--- src/rtl/subtractor_brentkung_pipe_if.sv ---
// Valid/ready operand and result bundle for subtractor_brentkung_pipe.
// Carries the optional bin signal when SUB_BORROW_IN_EN is defined.
interface subtractor_brentkung_pipe_if #(
    parameter int unsigned WIDTH = 32
);
    logic             in_valid;
    logic             in_ready;
    logic [WIDTH-1:0] a;
    logic [WIDTH-1:0] b;
`ifdef SUB_BORROW_IN_EN
    logic             bin;
`endif
    logic             out_valid;
    logic             out_ready;
    logic [WIDTH-1:0] diff;
    logic             bout;

    modport master (
        output in_valid,
`ifdef SUB_BORROW_IN_EN
        output bin,
`endif
        output a, b, out_ready,
        input  in_ready, out_valid, diff, bout
    );

    modport slave (
        input  in_valid,
`ifdef SUB_BORROW_IN_EN
        input  bin,
`endif
        input  a, b, out_ready,
        output in_ready, out_valid, diff, bout
    );
endinterface

--- src/rtl/subtractor_brentkung_pipe.sv ---
// Two-stage Brent-Kung subtractor (a + ~b + cin): up-sweep registered in S1,
// down-sweep and sum registered in S2. SUB_BORROW_IN_EN adds a borrow-in (bin).
module subtractor_brentkung_pipe #(
    parameter int unsigned WIDTH = 32
) (
    input  logic                       clk,
    input  logic                       rst_n,
    subtractor_brentkung_pipe_if.slave bus
);

    localparam int unsigned IW = $clog2(WIDTH);

    typedef struct packed {
        logic [WIDTH-1:0] g;
        logic [WIDTH-1:0] p;
    } gp_t;

    // In-place up-sweep: bit i ends up holding the group ending at i whose span
    // is the largest power of two dividing i+1.
    function automatic gp_t up_sweep(input gp_t x);
        gp_t r;
        r = x;
        for (int unsigned d = 1; d < WIDTH; d = d * 2) begin
            for (int unsigned i = 2 * d - 1; i < WIDTH; i = i + 2 * d) begin
                r.g[IW'(i)] = r.g[IW'(i)] | (r.p[IW'(i)] & r.g[IW'(i - d)]);
                r.p[IW'(i)] = r.p[IW'(i)] & r.p[IW'(i - d)];
            end
        end
        return r;
    endfunction

    // Down-sweep fills in the prefixes the up-sweep left as partial groups.
    function automatic logic [WIDTH-1:0] down_sweep(input gp_t x);
        gp_t r;
        r = x;
        for (int unsigned d = WIDTH / 4; d >= 1; d = d / 2) begin
            for (int unsigned i = 3 * d - 1; i < WIDTH; i = i + 2 * d) begin
                r.g[IW'(i)] = r.g[IW'(i)] | (r.p[IW'(i)] & r.g[IW'(i - d)]);
                r.p[IW'(i)] = r.p[IW'(i)] & r.p[IW'(i - d)];
            end
        end
        return r.g;
    endfunction

    logic             s1_valid;
    logic             s2_valid;
    logic             s1_adv;
    logic             s2_adv;
    logic             accept;
    logic             cin;
    gp_t              gp_in;
    gp_t              s1_gp;
    logic [WIDTH-1:0] s1_p;
    logic             s1_cin;
    logic [WIDTH-1:0] prefix_g;
    logic [WIDTH-1:0] diff_d;
    logic             bout_d;
    logic [WIDTH-1:0] diff_q;
    logic             bout_q;

`ifdef SUB_BORROW_IN_EN
    assign cin = ~bus.bin;
`else
    assign cin = 1'b1;
`endif

    always_comb begin
        s2_adv = !s2_valid || bus.out_ready;
        s1_adv = !s1_valid || s2_adv;
        accept = bus.in_valid && s1_adv;
    end

    // Carry-in is merged into bit 0's generate, so prefix G[i:0] is the carry
    // into bit i+1; raw p is kept separately for the sum.
    always_comb begin
        gp_in.p    = bus.a ^ ~bus.b;
        gp_in.g    = bus.a & ~bus.b;
        gp_in.g[0] = gp_in.g[0] | (gp_in.p[0] & cin);
    end

    always_ff @(posedge clk) begin
        if (accept) begin
            s1_gp  <= up_sweep(gp_in);
            s1_p   <= gp_in.p;
            s1_cin <= cin;
        end
    end

    always_comb begin
        prefix_g = down_sweep(s1_gp);
        diff_d   = s1_p ^ {prefix_g[WIDTH-2:0], s1_cin};
        bout_d   = ~prefix_g[WIDTH-1];
    end

    always_ff @(posedge clk or negedge rst_n) begin
        if (!rst_n) begin
            s1_valid <= 1'b0;
            s2_valid <= 1'b0;
            diff_q   <= '0;
            bout_q   <= 1'b0;
        end else begin
            if (s1_adv) begin
                s1_valid <= accept;
            end
            if (s2_adv) begin
                s2_valid <= s1_valid;
                // Bubbles leave the output regs untouched so unloaded S1 data never reaches them.
                if (s1_valid) begin
                    diff_q <= diff_d;
                    bout_q <= bout_d;
                end
            end
        end
    end

    assign bus.in_ready  = s1_adv;
    assign bus.out_valid = s2_valid;
    assign bus.diff      = diff_q;
    assign bus.bout      = bout_q;

endmodule

--- src/flat_wrapper.sv ---
// flat-port wrapper written by rule: the top's interface ports become plain ports
module subtractor_brentkung_pipe_flat 
#(
    parameter int unsigned WIDTH = 32
)
  (clk, rst_n, bus_in_valid, bus_a, bus_b, bus_out_ready, bus_in_ready, bus_out_valid, bus_diff, bus_bout);
  subtractor_brentkung_pipe_if #(.WIDTH(WIDTH)) bus_i ();
  input  logic clk;
  input  logic rst_n;
  input wire logic [$bits(bus_i.in_valid)-1:0] bus_in_valid;
  input wire logic [$bits(bus_i.a)-1:0] bus_a;
  input wire logic [$bits(bus_i.b)-1:0] bus_b;
  input wire logic [$bits(bus_i.out_ready)-1:0] bus_out_ready;
  output wire logic [$bits(bus_i.in_ready)-1:0] bus_in_ready;
  output wire logic [$bits(bus_i.out_valid)-1:0] bus_out_valid;
  output wire logic [$bits(bus_i.diff)-1:0] bus_diff;
  output wire logic [$bits(bus_i.bout)-1:0] bus_bout;
  assign bus_i.in_valid = bus_in_valid;
  assign bus_i.a = bus_a;
  assign bus_i.b = bus_b;
  assign bus_i.out_ready = bus_out_ready;
  assign bus_in_ready = bus_i.in_ready;
  assign bus_out_valid = bus_i.out_valid;
  assign bus_diff = bus_i.diff;
  assign bus_bout = bus_i.bout;
  subtractor_brentkung_pipe #(.WIDTH(WIDTH)) u_core (.clk(clk), .rst_n(rst_n), .bus(bus_i));
endmodule
--- config.mk ---
export PLATFORM = sky130hd
export DESIGN_NAME = subtractor_brentkung_pipe_flat
export DESIGN_NICKNAME = d
export VERILOG_FILES = /design/src/rtl/subtractor_brentkung_pipe_if.sv /design/src/rtl/subtractor_brentkung_pipe.sv /design/src/flat_wrapper.sv
export SDC_FILE = /design/constraint.sdc
export NUM_CORES = 1
export LEC_CHECK = 0
export ABC_AREA = 1
export BUFFER_PORTS_ARGS = -buffer_cell sky130_fd_sc_hd__buf_2
export CORE_ASPECT_RATIO = 1.25
export CORE_MARGIN = 1
export CORE_UTILIZATION = 54
export DETAILED_ROUTE_END_ITERATION = 10
export PLACE_DENSITY = 0.79
export SKIP_LAST_GASP = 1
export SYNTH_ARGS = -nofsm -noshare
export SYNTH_HDL_FRONTEND = slang
export SYNTH_SLANG_ARGS = --single-unit
export TNS_END_PERCENT = 1
--- constraint.sdc ---
create_clock -name clk -period 2.8 [get_ports clk]
set_input_delay 0.28 -clock clk [delete_from_list [all_inputs] [get_ports clk]]
set_output_delay 0.28 -clock clk [all_outputs]
set_load 0.01 [all_outputs]
==> run summary <==
For this run, the leading register cell type out of synthesis is edfxtp_1. The required time at the endpoint of the critical path came out at 3.03 ns. The final count of pins violating max slew is 0. Entering global routing, the biggest net connects 49 pins. Once layout is complete, the utilization of the core stands at 0.655. The origin of the critical flop-to-flop path is u_core.prefix_g[15]$_DFFE_PP_.

The post-detailed-route DRC marker count is 0. The compound-cell area share of the yosys netlist came to 0.0550. The count of port buffers added during placement came out at 102. The post-synthesis to final-layout area growth came out at 16.7%. After clock tree synthesis, the setup repair step added 0 buffers.

Summed over all layers, the global routing overflow is 0. The setup slack at placement is 1.08 ns. The worst path arrival time came out at 1.95 ns.

At the later pin of the worst-skew pair, clock insertion delay measures 0.37 ns. Dividing total power by cell area gives a power density of 676 mW/mm2. Row generation in the floorplan step produced 38 rows. The fraction of synthesized area in multiplexers is 0.

The post-synthesis instance total is 417. The number of hold violations in the final report came out at 5. The average instance in the mapped netlist occupies 11.8 um2. In this run, synthesis inferred 75 flip-flops with an integrated enable. The maximum number of buffers from clock root to sink came out at 2. Of the post-synthesis cell area, the dominant cell type holds 0.459. The area share of xor/xnor cells in the synthesized design is 0.0285.

The worst setup path is launched from a flop. The violation count after the first detailed-routing iteration is 162. The number of vias per cell came out at 4.86. The share of post-route cells with drive strength above 1 came out at 0.254. The slowest cell on the critical path is edfxtp_1. The H-tree level count is 3. Summing every instance area after synthesis gives 0.00491 mm2.

The leakage component of the power is 2.89 nW. Routability-driven placement finished with a final weighted congestion of 0.764. The critical path is of the flop to flop type. In the global route stage, met3 resource usage came out at 0.0409. The number of nets in the finished design is 642. The count of unique library cells instantiated by Yosys came out at 21. The number of antenna violations at the first check in global routing came out at 0. The delay contributed by the slowest stage of the critical path came out at 0.47 ns. The total wire length is 8760 um. In this run the critical register-to-register path is captured at u_core.bus.diff[31]$_DFFE_PN0P_. The checks that failed: negative hold slack. Once detailed placement completed, the half-perimeter wirelength came to 6410 um. The setup slack on the worst flop-to-flop path came out at 1.07 ns. The number of global-route vias before repair came out at 3142.

The maximum achievable frequency is 579 MHz. The logic depth of the worst register-to-register path came out at 8. The full die area is 0.00948 mm2.

The final setup slack of the worst path is 1.07 ns. By instance count, the leading cell after synthesis is nand2_1. By count the netlist is led by 98 x nand2_1, 75 x edfxtp_1, 47 x ha_1, 47 x inv_1, 35 x dfrtp_1.

After global routing, the most crowded layer is met2. The number of gates resized after CTS came out at 0. The total clock sinks is 110. The path class of the tightest hold or removal check is input port to async pin. For this design, the CTS-stage hold fixing added 0 buffers.

The clock transition time at the flip-flop clock pins of the worst setup and hold paths came out at 0.10 ns. The maximum fanout along the worst path came out at 4. The floorplan step defined a core boundary enclosing 0.00875 mm2.

The remaining antenna violation count after routing is 0. The critical path's most frequent cell is a21o_1. The cell type contributing the most total cell area after synthesis is edfxtp_1.

For this configuration, the core starts out at a cell density of 0.561. The clock buffer count from CTS is 9. In the global route stage, met1 resource usage came out at 0.244. TritonCTS built the clock tree.

The first-pass GRT wire length came out at 14300 um. The smallest clock period supported by the final layout is computed as 1.73 ns. The number of fill cells came out at 734.

The synthesized netlist net count came out at 532. The met2 track demand over resource in global routing is 0.357. The die extent in x is 87.3 um. The die boundary height is 109 um. The buffer cell driving the clock tree root is clkbuf_8. The hold slack is -0.00497 ns. The share of synthesized flip-flops with an asynchronous set or reset is 0.318. Setup repair after global routing left no endpoint under its margin. By area, the combinational part of the netlist is dominated by adder cells. The cell family contributing the most delay on the critical path is compound AO/OA/AOI/OAI gates.

The final clock period utilization by the worst path is 0.617. Of the total synthesized cell area, the portion taken by AND, OR, NAND and NOR gates is 0.111. For this design the top-level I/O count stands at 103.

Yosys attributes the largest share of cell area to edfxtp_1 46%, dfrtp_1 18%, ha_1 12%. In this run the cell area measured after placement is 0.00556 mm2. Walking the worst path, the cells encountered are a21oi_1, inv_2, a21o_1, a21o_1, ha_1, nor2_1, xor2_1, o21ai_1. The worst setup path is captured at a flop.

The total inserted antenna cells came out at 0. Summing all non-filler instances in the final layout gives an area of 0.00573 mm2. The run finished, with violations left. The Yosys warning count came out at 0. Of the synthesized area, sequential elements account for 0.637. The slew at the pin with the worst max-slew slack is 0.830 ns. The largest clock skew in the final design came out at 0.0102 ns. The worst pin sits at a relative slew slack of 0.446.

The synthesized-area fraction occupied by adder cells is 0.120. The worst-case IR drop observed on VDD is 0.000268 V. Dividing the detail-routed wire length by the instance count gives 13.4 um.

Counting flops and latches in the post-synthesis netlist gives 110. The summed negative setup slack over all endpoints is 0 ns. The count of buffering cells on the critical path with inverters included is 1.

The overall track demand over capacity in global routing came out at 0.202. Across the run, the number of max-cap violations was 0. The count of vias placed by the detailed router came out at 3170.

The final-report setup violation count is 0. The number of search-and-repair iterations in the first detailed-routing pass is 6.
-- metal layers --
| metal | wire length (um) | vias up |
|---|---|---|
| li1 | - | 1594 |
| met1 | 3670 | 1490 |
| met2 | 4630 | 78 |
| met3 | 351 | 8 |
| met4 | 112 | 0 |
| met5 | 0 | - |
-- cell type report --
class | instances | area (um2) | area share
Timing Repair Buffer | 105 | 533 | 0.0930
Inverter | 55 | 206 | 0.0360
Clock buffer | 15 | 166 | 0.0290
Sequential cell | 110 | 3130 | 0.546
Multi-Input combinational cell | 246 | 1540 | 0.269
Tap cell | 120 | 150 | 0.0262
Clock inverter | 1 | 5.00 | 0.000873
-- where the power goes --
group | switching (mW) | leakage [nW] | total [mW] | internal [mW]
registers | 0.126 | 1.16 | 2.17 | 2.04
logic | 0.497 | 1.64 | 0.838 | 0.341
clock network | 0.492 | 0.0877 | 0.866 | 0.374
-- state kept, by name, summed over array words and instances, names as in the netlist --
name / cells
u_core.prefix_g: 6
u_core.bus.bout: 1
u_core.bus.diff: 32
u_core.bus.out_valid: 1
u_core.s1_gp: 37
u_core.s1_valid: 1
u_core.s1_p: 32
-- kinds of logic (layout without fill, tap and decap cells) --
family,after synthesis,after routing
buffers and inverters,61,176
flip-flops,110,110
AO/OA/AOI/OAI,47,47
AND/OR/NAND/NOR,136,136
adder cells (fa/ha/maj),47,47
XOR/XNOR,16,16
-- worst max-delay path by stage --
stage,from,slack [ns],to,cells after the start
after detailed placement,u_core.prefix_g[15]$_DFFE_PP_,1.08,u_core.bus.diff[31]$_DFFE_PN0P_,8
after global placement,u_core.prefix_g[15]$_DFFE_PP_,1.13,u_core.bus.diff[31]$_DFFE_PN0P_,8
after CTS,u_core.prefix_g[15]$_DFFE_PP_,1.06,u_core.bus.diff[31]$_DFFE_PN0P_,8
after global routing,u_core.prefix_g[15]$_DFFE_PP_,0.96,u_core.bus.diff[31]$_DFFE_PN0P_,8
after floorplan,u_core.bus.out_valid$_DFFE_PN0P_,0.22,u_core.prefix_g[0]$_DFFE_PP_,3
final,u_core.prefix_g[15]$_DFFE_PP_,1.07,u_core.bus.diff[31]$_DFFE_PN0P_,8
-- placed cells by master, fill, tap and decap left out, drive strengths merged --
master,instances
a21boi,1
a21o,13
a21oi,13
and2,1
buf,105
clkbuf,15
clkinv,3
dfrtp,35
edfxtp,75
ha,47
inv,53
nand2,107
nand3,4
nor2,24
o21ai,20
xnor2,1
xor2,15
-- per-stage QoR --
stage	instances	power, mW
global route	652	4.09
detailed placement	636	3.05
floorplan	417	2.69
global placement	636	3.02
finish	652	3.87
CTS	652	3.92
No activity file was read; power rests on OpenSTA's default activity.
